<file path="src/rtl/cpu_pkg.sv">
// Shared CPU definitions: branch opcodes, 2-bit counter encodings and opcode decode.
package cpu_pkg;

  localparam int unsigned OP_W  = 4;
  localparam int unsigned CTR_W = 2;

  localparam logic [OP_W-1:0] BEQ  = 4'b1000;
  localparam logic [OP_W-1:0] BNE  = 4'b1010;
  localparam logic [OP_W-1:0] BLT  = 4'b0010;
  localparam logic [OP_W-1:0] BGE  = 4'b0011;
  localparam logic [OP_W-1:0] BGTZ = 4'b1100;
  localparam logic [OP_W-1:0] BGT  = 4'b1110;

  typedef enum logic [CTR_W-1:0] {
    SNT = 2'b00,
    WNT = 2'b01,
    WT  = 2'b10,
    ST  = 2'b11
  } ctr_e;

  // True for conditional branches that train the predictor.
  function automatic logic is_branch(input logic [OP_W-1:0] opcode);
    logic br;
    case (opcode)
      BEQ, BNE, BLT, BGE, BGTZ, BGT: br = 1'b1;
      default:                       br = 1'b0;
    endcase
    return br;
  endfunction

endpackage

</file>
<file path="src/rtl/sat_ctr2.sv">
// Combinational next state of a 2-bit saturating direction counter.
module sat_ctr2
  import cpu_pkg::*;
(
  input  logic [CTR_W-1:0] cur,
  input  logic             taken,
  output logic [CTR_W-1:0] nxt_c
);

  always_comb begin
    nxt_c = cur;
    if (taken) begin
      if (cur != ST) nxt_c = CTR_W'(cur + 2'd1);
    end else begin
      if (cur != SNT) nxt_c = CTR_W'(cur - 2'd1);
    end
  end

endmodule

</file>
<file path="src/rtl/branch_predictor.sv">
// Fetch-side direction/target predictor with execute-stage training and redirect.
module branch_predictor
  import cpu_pkg::*;
#(
  parameter int unsigned PC_W  = 16,
  parameter int unsigned IDX_W = 4
) (
  input  logic            clk,
  input  logic            rst_n,
  input  logic            pred_req,
  input  logic [PC_W-1:0] pred_pc,
  output logic            pred_valid,
  output logic            pred_taken,
  output logic [PC_W-1:0] pred_target,
  input  logic            res_valid,
  input  logic [3:0]      res_opcode,
  input  logic [PC_W-1:0] res_pc,
  input  logic            res_branch,
  input  logic [PC_W-1:0] res_target,
  input  logic            res_pred_taken,
  input  logic [PC_W-1:0] res_pred_target,
  output logic            mispredict,
  output logic [PC_W-1:0] redirect_pc
);

  localparam int unsigned ENTRIES = 2 ** IDX_W;
  localparam int unsigned TAG_W   = PC_W - IDX_W;

  logic [CTR_W-1:0] ctr_q [ENTRIES];
  logic [TAG_W-1:0] tag_q [ENTRIES];
  logic [PC_W-1:0]  tgt_q [ENTRIES];
  logic [ENTRIES-1:0] vld_q;

  logic [IDX_W-1:0] p_idx_c;
  logic [TAG_W-1:0] p_tag_c;
  logic             p_hit_c;
  logic             p_taken_c;
  logic [PC_W-1:0]  p_target_c;

  logic [IDX_W-1:0] r_idx_c;
  logic [TAG_W-1:0] r_tag_c;
  logic             upd_c;
  logic             misp_c;
  logic [PC_W-1:0]  redir_c;
  logic [CTR_W-1:0] ctr_cur_c;
  logic [CTR_W-1:0] ctr_nxt_c;

  // Prediction lookup reads current (pre-update) table state.
  always_comb begin
    p_idx_c    = pred_pc[IDX_W-1:0];
    p_tag_c    = pred_pc[PC_W-1:IDX_W];
    p_hit_c    = vld_q[p_idx_c] && (tag_q[p_idx_c] == p_tag_c);
    p_taken_c  = p_hit_c && ctr_q[p_idx_c][CTR_W-1];
    p_target_c = p_taken_c ? tgt_q[p_idx_c] : PC_W'(pred_pc + 1'b1);
  end

  // Resolution decode: only real branches train or redirect.
  always_comb begin
    r_idx_c   = res_pc[IDX_W-1:0];
    r_tag_c   = res_pc[PC_W-1:IDX_W];
    upd_c     = res_valid && is_branch(res_opcode);
    ctr_cur_c = ctr_q[r_idx_c];
    misp_c    = upd_c &&
                ((res_pred_taken != res_branch) ||
                 (res_pred_taken && res_branch && (res_pred_target != res_target)));
    redir_c   = res_branch ? res_target : PC_W'(res_pc + 1'b1);
  end

  sat_ctr2 u_sat_ctr2 (
    .cur   (ctr_cur_c),
    .taken (res_branch),
    .nxt_c (ctr_nxt_c)
  );

  // Table training; a taken outcome also (re)allocates the target entry.
  always_ff @(posedge clk or negedge rst_n) begin
    if (!rst_n) begin
      for (int i = 0; i < int'(ENTRIES); i++) begin
        ctr_q[i] <= WNT;
        tag_q[i] <= '0;
        tgt_q[i] <= '0;
      end
      vld_q <= '0;
    end else if (upd_c) begin
      ctr_q[r_idx_c] <= ctr_nxt_c;
      if (res_branch) begin
        tgt_q[r_idx_c] <= res_target;
        tag_q[r_idx_c] <= r_tag_c;
        vld_q[r_idx_c] <= 1'b1;
      end
    end
  end

  // Registered prediction outputs; taken/target hold when no request.
  always_ff @(posedge clk or negedge rst_n) begin
    if (!rst_n) begin
      pred_valid  <= 1'b0;
      pred_taken  <= 1'b0;
      pred_target <= '0;
    end else begin
      pred_valid <= pred_req;
      if (pred_req) begin
        pred_taken  <= p_taken_c;
        pred_target <= p_target_c;
      end
    end
  end

  // Single-cycle redirect pulse per qualifying resolution.
  always_ff @(posedge clk or negedge rst_n) begin
    if (!rst_n) begin
      mispredict  <= 1'b0;
      redirect_pc <= '0;
    end else begin
      mispredict <= misp_c;
      if (misp_c) redirect_pc <= redir_c;
    end
  end

endmodule

</file>
<file path="config.mk">
export PLATFORM = sky130hd
export DESIGN_NAME = branch_predictor
export DESIGN_NICKNAME = d
export VERILOG_FILES = /design/src/rtl/cpu_pkg.sv /design/src/rtl/sat_ctr2.sv /design/src/rtl/branch_predictor.sv
export SDC_FILE = /design/constraint.sdc
export NUM_CORES = 1
export LEC_CHECK = 0
export CORE_MARGIN = 10
export CORE_UTILIZATION = 45
export CTS_CLUSTER_DIAMETER = 40
export CTS_CLUSTER_SIZE = 30
export DETAILED_ROUTE_END_ITERATION = 10
export GPL_ROUTABILITY_DRIVEN = 1
export PLACE_DENSITY_LB_ADDON = 0.1
export SYNTH_ARGS = -nofsm -noshare
export SYNTH_HDL_FRONTEND = slang
export SYNTH_SLANG_ARGS = --single-unit
</file>
<file path="constraint.sdc">
create_clock -name clk -period 4.8 [get_ports clk]
set_input_delay 0.96 -clock clk [delete_from_list [all_inputs] [get_ports clk]]
set_output_delay 0.96 -clock clk [all_outputs]
set_load 0.01 [all_outputs]
</file>
==> results.md <==
- The worst max-slew margin expressed relative to the limit is roughly 17%.
- During I/O placement, the number of pins put on the boundary was 109.
- The type of the worst setup path is primary input to flop.
- Summing the areas of all xor and xnor instances in the mapped netlist gives under 10% of the synthesized area.
- The cell sitting at the root of the clock tree is a sky130_fd_sc_hd__clkbuf_16.
- The internal reg-to-reg setup slack is around 1500 ps.
- The insertion delay to the later sink of the worst-skew pair is slightly above 600 ps.
- The number of nets handed over by synthesis was around 1,800.
- Buffers added to address setup during post-CTS repair amount to 0.
- The number of nets still failing antenna checks after routing is 0.
- The signal on the critical path passes through buf_6, buf_4, mux2_1, mux4_2, a211oi_2, o21ai_1, or4_4, or4_1, a31o_1.
- The launch point of the critical path is pred_pc[1].
- Summing every instance area after synthesis gives between 20,000 and 30,000 sq um.
- The basic-gate share of the synthesized area counting and, or, nand and nor cells is under 10%.
- The final period demand of the worst path is about 3700 ps.
- The net total in the final layout is approximately 1,900.
- The routed via count is between 15,000 and 20,000.
- The quantity of gates resized following cts is 0.
- The area share of fa/ha/maj cells after synthesis is less than 1%.
- The worst register-to-register path begins at tag_q[153].
- The die width is approximately 260 microns.
- TritonCTS built the clock tree.
- Across the routed clock network, the largest skew measured is ~22 ps.
- The routed wire length is 71.18 mm.
- The total overflow reported by the global router is 0.
- Together, buffers and inverters on the worst path number 2.
- The number of DRC violations after detailed routing is 0.
- For this run, the share of the core covered by cells in the final layout is between 50 and 60%.
- The via count of the first global-routing pass is approximately 16,000.
- Dividing the final minimum period by the clock period gives around three quarters.
- The end of the worst register-to-register path is pred_target[10].
- The mux contribution to synthesized area is approximately 36%.
- STA puts the critical path data required time at 5290 ps.
- 0 antenna diodes ended up in the layout.
- The flow ran to the end, and the final reports show no timing, DRC or antenna violations.
- The most used flip-flop cell after synthesis is sky130_fd_sc_hd__dfrtp_1.
- The kind of cell with the highest combined delay along the critical path is simple AND/OR/NAND/NOR gates.
- In this run, the number of DRC markers left after iteration 0 of detailed routing was around 940.
- The achievable clock frequency is about 270 MHz.
- For this run, the slowest stage of the critical path takes just over 700 ps.
- The main combinational cell family by area after synthesis is multiplexers.
- Setup violations remaining at the end of the flow were counted as 0.
- The CTS clock-pin slew for the worst setup and hold paths is approximately 50 ps.
- The floorplan step set the die height to roughly 260 microns.
- The largest fanout on the critical path is 33.
- The total clock buffers created by CTS is between 90 and 100.
- Setup repair after global routing left no endpoint under its margin.
- The total global-route track usage is a little over a fifth.
- The cell with the largest stage delay on the worst path is sky130_fd_sc_hd__or4_4.
- The share of the Yosys chip area taken by registers is a little over half.
- After detailed routing, the number of vias per cell comes to ~6.
- The maximum number of pins on one net before global-route repair is 116.
- Cells with a size suffix above 1 make up between 40% and 50% of the layout.
- The setup TNS is 0 ps.
- Across the VDD grid, the largest voltage drop is 264.2 uV.
- The clock sink count is roughly 530.
- The congestion estimate from routability-driven global placement came to slightly below 0.8.
- Before CTS, the worst setup slack after placement is approximately 540 ps.
- The hold violation count in the final report came to 0.
- The number of levels the H-tree was split into is 3.
- The count of cells along the worst register-to-register path is 7.
- No sink is reached through more buffers than the 3 on the longest clock path.
- The total of max-cap violations is 0.
- The unique cell type count in the Yosys netlist is between 50 and 60.
- After detailed routing, the average wire length per cell comes to between 20 and 30 microns.
- The analysis attributes to cell leakage a power of 14.11 nW.
- The total iterations of the first detailed-routing run is 5.
- The die outline area is 66,180 sq um.
- The initial antenna violation count is 1.
- Yosys attributes the largest share of cell area to sky130_fd_sc_hd__dfrtp_1, sky130_fd_sc_hd__mux2_2, sky130_fd_sc_hd__mux4_2.
- The total of hold buffers inserted after clock tree synthesis is 0.
- During synthesis, Yosys emitted a total of 0 warnings.
- The number of max-slew violations in the final report is 0.
- The share of synthesized area in the top cell type comes to between 50% and 60%.
- Setup slack on the critical path of the routed design comes to 1148 ps.
- The multi-input combinational cells in the finished layout cover a total of around 11,000 sq um.
- After synthesis, the share of flip-flops with an asynchronous set or reset is between 90% and 100%.
- The cell type with the highest aggregate area in the netlist is sky130_fd_sc_hd__dfrtp_1.
- The count of port buffers added during placement is 108.
- STA classifies the critical path startpoint as a primary input.
- Synthesis produced a netlist whose cell count is between 1,500 and 2,000.
- A synthesized cell averages about 15 sq um.
- The area growth from synthesis to layout is 20.52%.
- In this run the core area contains 86 standard-cell rows.
- In this run the power density over the cells is between 400 and 500 nW/um^2.
- STA classifies the critical path endpoint as a flop.
- The first global-routing pass estimated ~110 mm of wire.
- The sequential cell area is 13,310 sq um.
- The kind of path behind the tightest hold check is primary input to asynchronous set/reset pin.
- For the pin with the worst max-slew slack, the measured transition is between 1000 and 1500 ps.
- The starting utilization of the core area is approximately 46%.
- The detailed-placement wirelength estimate is approximately 42 mm.
- The synthesized design contains 0 enable-type register cells.
- The critical path data arrival time is 4140 ps.
- The placeable core region is about 55,000 sq um.
- The synthesized netlist devotes 2.420% of its cell area to compound gates.
- The filler cells instantiated in the layout total about 4,500.
- The count of state elements after synthesis is around 530.
==> state kept, by name, indices dropped and copies added (netlist names) <==
| signal | count |
|---|---|
| pred_taken | 1 |
| redirect_pc | 16 |
| tag_q | 192 |
| vld_q | 16 |
| pred_target | 16 |
| ctr_q | 32 |
| pred_valid | 1 |
| tgt_q | 256 |
| mispredict | 1 |
==> Yosys cell counts, drive strengths merged, types with 2 or more instances <==
library cell and n:
a21oi 7, a221o 3, a22o 2, a22oi 7
a31o 12, a31oi 4, and2 3, and3 3
and4 3, buf 47, clkbuf 132, dfrtp 515
dfstp 16, ha 6, inv 9, maj3 2
mux2 485, mux2i 51, mux4 134, nand2 44
nand2b 17, nand3 32, nand4 26, nor2 18
nor2b 18, nor3 2, nor4 6, o21ai 31
o31ai 16, or4 13, or4b 4, xnor2 22
xor2 31
==> report_power, final <==
group          switching [mW]  internal [mW]  total (mW)  leakage [nW]
clock network            2.40           4.55        6.95          1.61
logic                   0.701          0.878        1.58          5.43
registers               0.271           5.03        5.30          7.06
==> routing by layer <==
layer | part of all wire [%] | GRT usage (%)
met1 | 47 | 30.09
met2 | 46 | 33.50
met3 | 4.4 | 3.827
met4 | 2.2 | 6.738
met5 | 0 | 0
==> worst register-to-register path: cells and delay by family (launching register included) <==
family	cells	cell delay, ps
AO/OA/AOI/OAI	2	340
XOR/XNOR	1	150
flip-flops	1	370
multiplexers	2	1000
AND/OR/NAND/NOR	2	1320
==> per-stage QoR <==
step / total power [mW] / std cells / area, sq um / hold WS, ps
detailed placement: 6.949 / 2472 / 27210 / 447.6
CTS: 13.96 / 2641 / 30530 / 417.9
finish: 13.83 / 2641 / 30530 / 391.2
global placement: 6.895 / 2472 / 27210 / 444.4
floorplan: 6.307 / 1732 / 25330 / 428.7
global route: 14.34 / 2641 / 30530 / 457.4
==> final cells by class <==
cell class                      instances  area share, %
Clock buffer                          104          8.094
Timing Repair Buffer                  171          5.516
Tap cell                              748          3.066
Clock inverter                         65          2.779
Sequential cell                       531          43.59
Multi-Input combinational cell       1013          36.84
Inverter                                9         0.1107
==> layout by cell type, fill, tap and decap left out, types with 4 or more instances in the layout <==
master / instances
sky130_fd_sc_hd__clkinvlp_4: 9
sky130_fd_sc_hd__a21oi_1: 7
sky130_fd_sc_hd__xnor2_1: 22
sky130_fd_sc_hd__a31o_1: 12
sky130_fd_sc_hd__nand2_1: 44
sky130_fd_sc_hd__or4b_1: 4
sky130_fd_sc_hd__buf_4: 52
sky130_fd_sc_hd__bufinv_16: 15
sky130_fd_sc_hd__nor4_1: 6
sky130_fd_sc_hd__or4_1: 12
sky130_fd_sc_hd__o21ai_0: 30
sky130_fd_sc_hd__clkdlybuf4s50_1: 102
sky130_fd_sc_hd__nand4_1: 26
sky130_fd_sc_hd__dfrtp_1: 515
sky130_fd_sc_hd__inv_6: 13
sky130_fd_sc_hd__nor2b_1: 17
sky130_fd_sc_hd__nand2b_1: 17
sky130_fd_sc_hd__a31oi_1: 4
sky130_fd_sc_hd__ha_1: 6
sky130_fd_sc_hd__clkbuf_8: 6
sky130_fd_sc_hd__mux2i_1: 51
sky130_fd_sc_hd__clkbuf_16: 95
sky130_fd_sc_hd__a22oi_1: 7
sky130_fd_sc_hd__mux2_2: 483
sky130_fd_sc_hd__clkinv_4: 11
sky130_fd_sc_hd__xor2_1: 31
sky130_fd_sc_hd__nand3_1: 32
sky130_fd_sc_hd__inv_1: 7
sky130_fd_sc_hd__mux4_2: 128
sky130_fd_sc_hd__mux4_1: 6
sky130_fd_sc_hd__dfstp_2: 16
sky130_fd_sc_hd__nor2_1: 18
sky130_fd_sc_hd__buf_12: 11
sky130_fd_sc_hd__clkinv_2: 13
sky130_fd_sc_hd__o31ai_1: 16
==> worst max path at each step <==
stage / slack (ps) / to / cells past startpoint
after global placement: 560 / pred_target[10] / 9
after CTS: 1170 / pred_target[12] / 9
final: 1150 / pred_target[10] / 9
after floorplan: 660 / pred_target[15] / 9
after global routing: 1030 / pred_target[9] / 9
after detailed placement: 540 / pred_target[9] / 9
==> cells by family after synthesis <==
logic type               Yosys count
AO/OA/AOI/OAI                     90
XOR/XNOR                          53
adder cells (fa/ha/maj)            8
buffers and inverters            188
flip-flops                       531
multiplexers                     670
AND/OR/NAND/NOR                  192
(Power assumes the default switching activity.)
==> RTL change (same flow settings) <==
Make the reset (`rst_n`) synchronous in 3 clocked blocks.
--- a/src/rtl/branch_predictor.sv
+++ b/src/rtl/branch_predictor.sv
@@ -73,7 +73,7 @@
   );
 
   // Table training; a taken outcome also (re)allocates the target entry.
-  always_ff @(posedge clk or negedge rst_n) begin
+  always_ff @(posedge clk) begin
     if (!rst_n) begin
       for (int i = 0; i < int'(ENTRIES); i++) begin
         ctr_q[i] <= WNT;
@@ -92,7 +92,7 @@
   end
 
   // Registered prediction outputs; taken/target hold when no request.
-  always_ff @(posedge clk or negedge rst_n) begin
+  always_ff @(posedge clk) begin
     if (!rst_n) begin
       pred_valid  <= 1'b0;
       pred_taken  <= 1'b0;
@@ -107,7 +107,7 @@
   end
 
   // Single-cycle redirect pulse per qualifying resolution.
-  always_ff @(posedge clk or negedge rst_n) begin
+  always_ff @(posedge clk) begin
     if (!rst_n) begin
       mispredict  <= 1'b0;
       redirect_pc <= '0;
Formal check against the unedited RTL: differs if rst_n is asserted again (counterexample within 4 cycles, from zero or initial values and one cycle with rst_n low); with rst_n held inactive, the same outputs for 4 cycles.
==> RTL change against the original RTL <==
- synthesized area down 1.8%
- non-clock buffer count rose by 45
- critical path type unchanged
- first-iteration DRC count increased by 110%
- worst setup slack worse by 96 ps
- via count up 6.1%
- largest cell class unchanged
- synthesized cell count up 4.7%
- cell area is 2.7% lower
- total power shrank 12%
- clock skew increased by 8.7 ps
- routed wire length rose by 16%
- sequential cell count stayed put
- register-to-register slack improved by 80 ps
==> RTL change: results (changes against the original RTL) <==
- Clk cell area share: 8.93% (was 10.9%)
- Slew Limit Headroom: 21.8% (was 17.3%)
- Worst EP arrival: 4260 ps (was 4140 ps)
- Post-detailed-placement half-perimeter wirelength: 51,900 um (was 42,000 um)
- Total wirelength of the detailed-routed design: 82,500 um (was 71,200 um)
- Initial antenna violation count: 4 (was 1)
- Area of all sequential standard cells: 15,400 sq um (was 13,300 sq um)
- Largest stage delay on the critical path: 580 ps (was 720 ps)
- Maximum number of pins on one net before global-route repair: 121 (was 116)
- Count of flip-flops with a built-in enable after synthesis: 480 (was 0)
- Pre-CTS WS: 401 ps (was 545 ps)
- Synth Area in Compound Gates: 3.43% (was 2.42%)
- Status: complete, no violations (unchanged)
- First-pass GRT wire length: 119,000 um (was 107,000 um)
- First-pass DRT Iterations: 6 (was 5)
- Clock Skews: 30.4 ps (was 21.7 ps)
- Multiplexer share of the synthesized area: 13.8% (was 35.6%)
- Class of the tightest hold or removal check: flop to flop (was input pin to async pin)
- XOR/XNOR Fraction of Synth Area: 1.94% (was 1.83%)
- Synth Net Count: 1,893 (was 1,812)
- Number of nets in the layout: 1,996 (was 1,897)
- Multi-input logic cell count: 1,075 (was 1,013)
- Area share of buffers outside the clock network: 6.44% (was 5.52%)
- Sequential share of the synthesized area: 62.1% (was 52.5%)
- Crit path max fanout: 41 (was 33)
- Post-synthesis async set-or-reset flop share: 0% (was 100%)
- Number of ordinary and repair buffers in the finished layout: 216 (was 171)
- Commonest cells in the netlist: edfxtp_1 (480), and3_1 (187), nor2_1 (179) (was dfrtp_1 (515), mux2_2 (483), clkbuf_1 (132))
- Via/cell ratio: 6.13 (was 5.87)
- Reported leakage power: 10.9 nW (was 14.1 nW)
- Fraction of final layout cells with drive strength greater than 1: 21.1% (was 45.9%)
## RTL change: metal layers
metal  vias to the layer above  global-route usage [%]  wire [um]
met2                       807                    40.4      38600
met5                         -                       0         23
met1                      8504                    35.5      34500
li1                       6999                       -          -
met3                       134                    4.93       7160
met4                         4                    8.31       2260
## RTL change: how the worst min path moves through the flow
stage	startpoint	end	slack (ps)	cells past startpoint
after CTS	vld_q[1]$_SDFFE_PN0N_	vld_q[1]$_SDFFE_PN0N_	450	2
after global routing	vld_q[9]$_SDFFE_PN0N_	vld_q[9]$_SDFFE_PN0N_	480	1
final	vld_q[3]$_SDFFE_PN0N_	vld_q[3]$_SDFFE_PN0N_	450	2
after detailed placement	vld_q[1]$_SDFFE_PN0N_	vld_q[1]$_SDFFE_PN0N_	440	2
after global placement	vld_q[1]$_SDFFE_PN0N_	vld_q[1]$_SDFFE_PN0N_	430	2
after floorplan	vld_q[1]$_SDFFE_PN0N_	vld_q[1]$_SDFFE_PN0N_	420	2
## RTL change: power by group through the flow
stage	Sequential, W	Clock (W)	Combinational [W]
after global routing	0.00534	0.00605	0.00108
after CTS	0.00533	0.00585	0.00102
after detailed placement	0.00542	0	0.00102
final	0.00533	0.00581	0.00103
after global placement	0.00541	0	0.00101
after floorplan	0.00540	0	0.000570
## RTL change: per-stage QoR
step | total power [W] | hold WS, ps | std cells
2_1_floorplan | 0.00597 | 417 | 1813
3_3_place_gp | 0.00642 | 428 | 2541
3_5_place_dp | 0.00644 | 438 | 2541
4_1_cts | 0.0122 | 452 | 2683
5_1_grt | 0.0125 | 479 | 2683
6_report | 0.0122 | 452 | 2683
## RTL change: critical path: cells and delay by family
family / cells / cell delay (ps)
simple gates: 1 / 440
buf+inv: 4 / 1360
mux: 1 / 140
compound gates: 5 / 1280
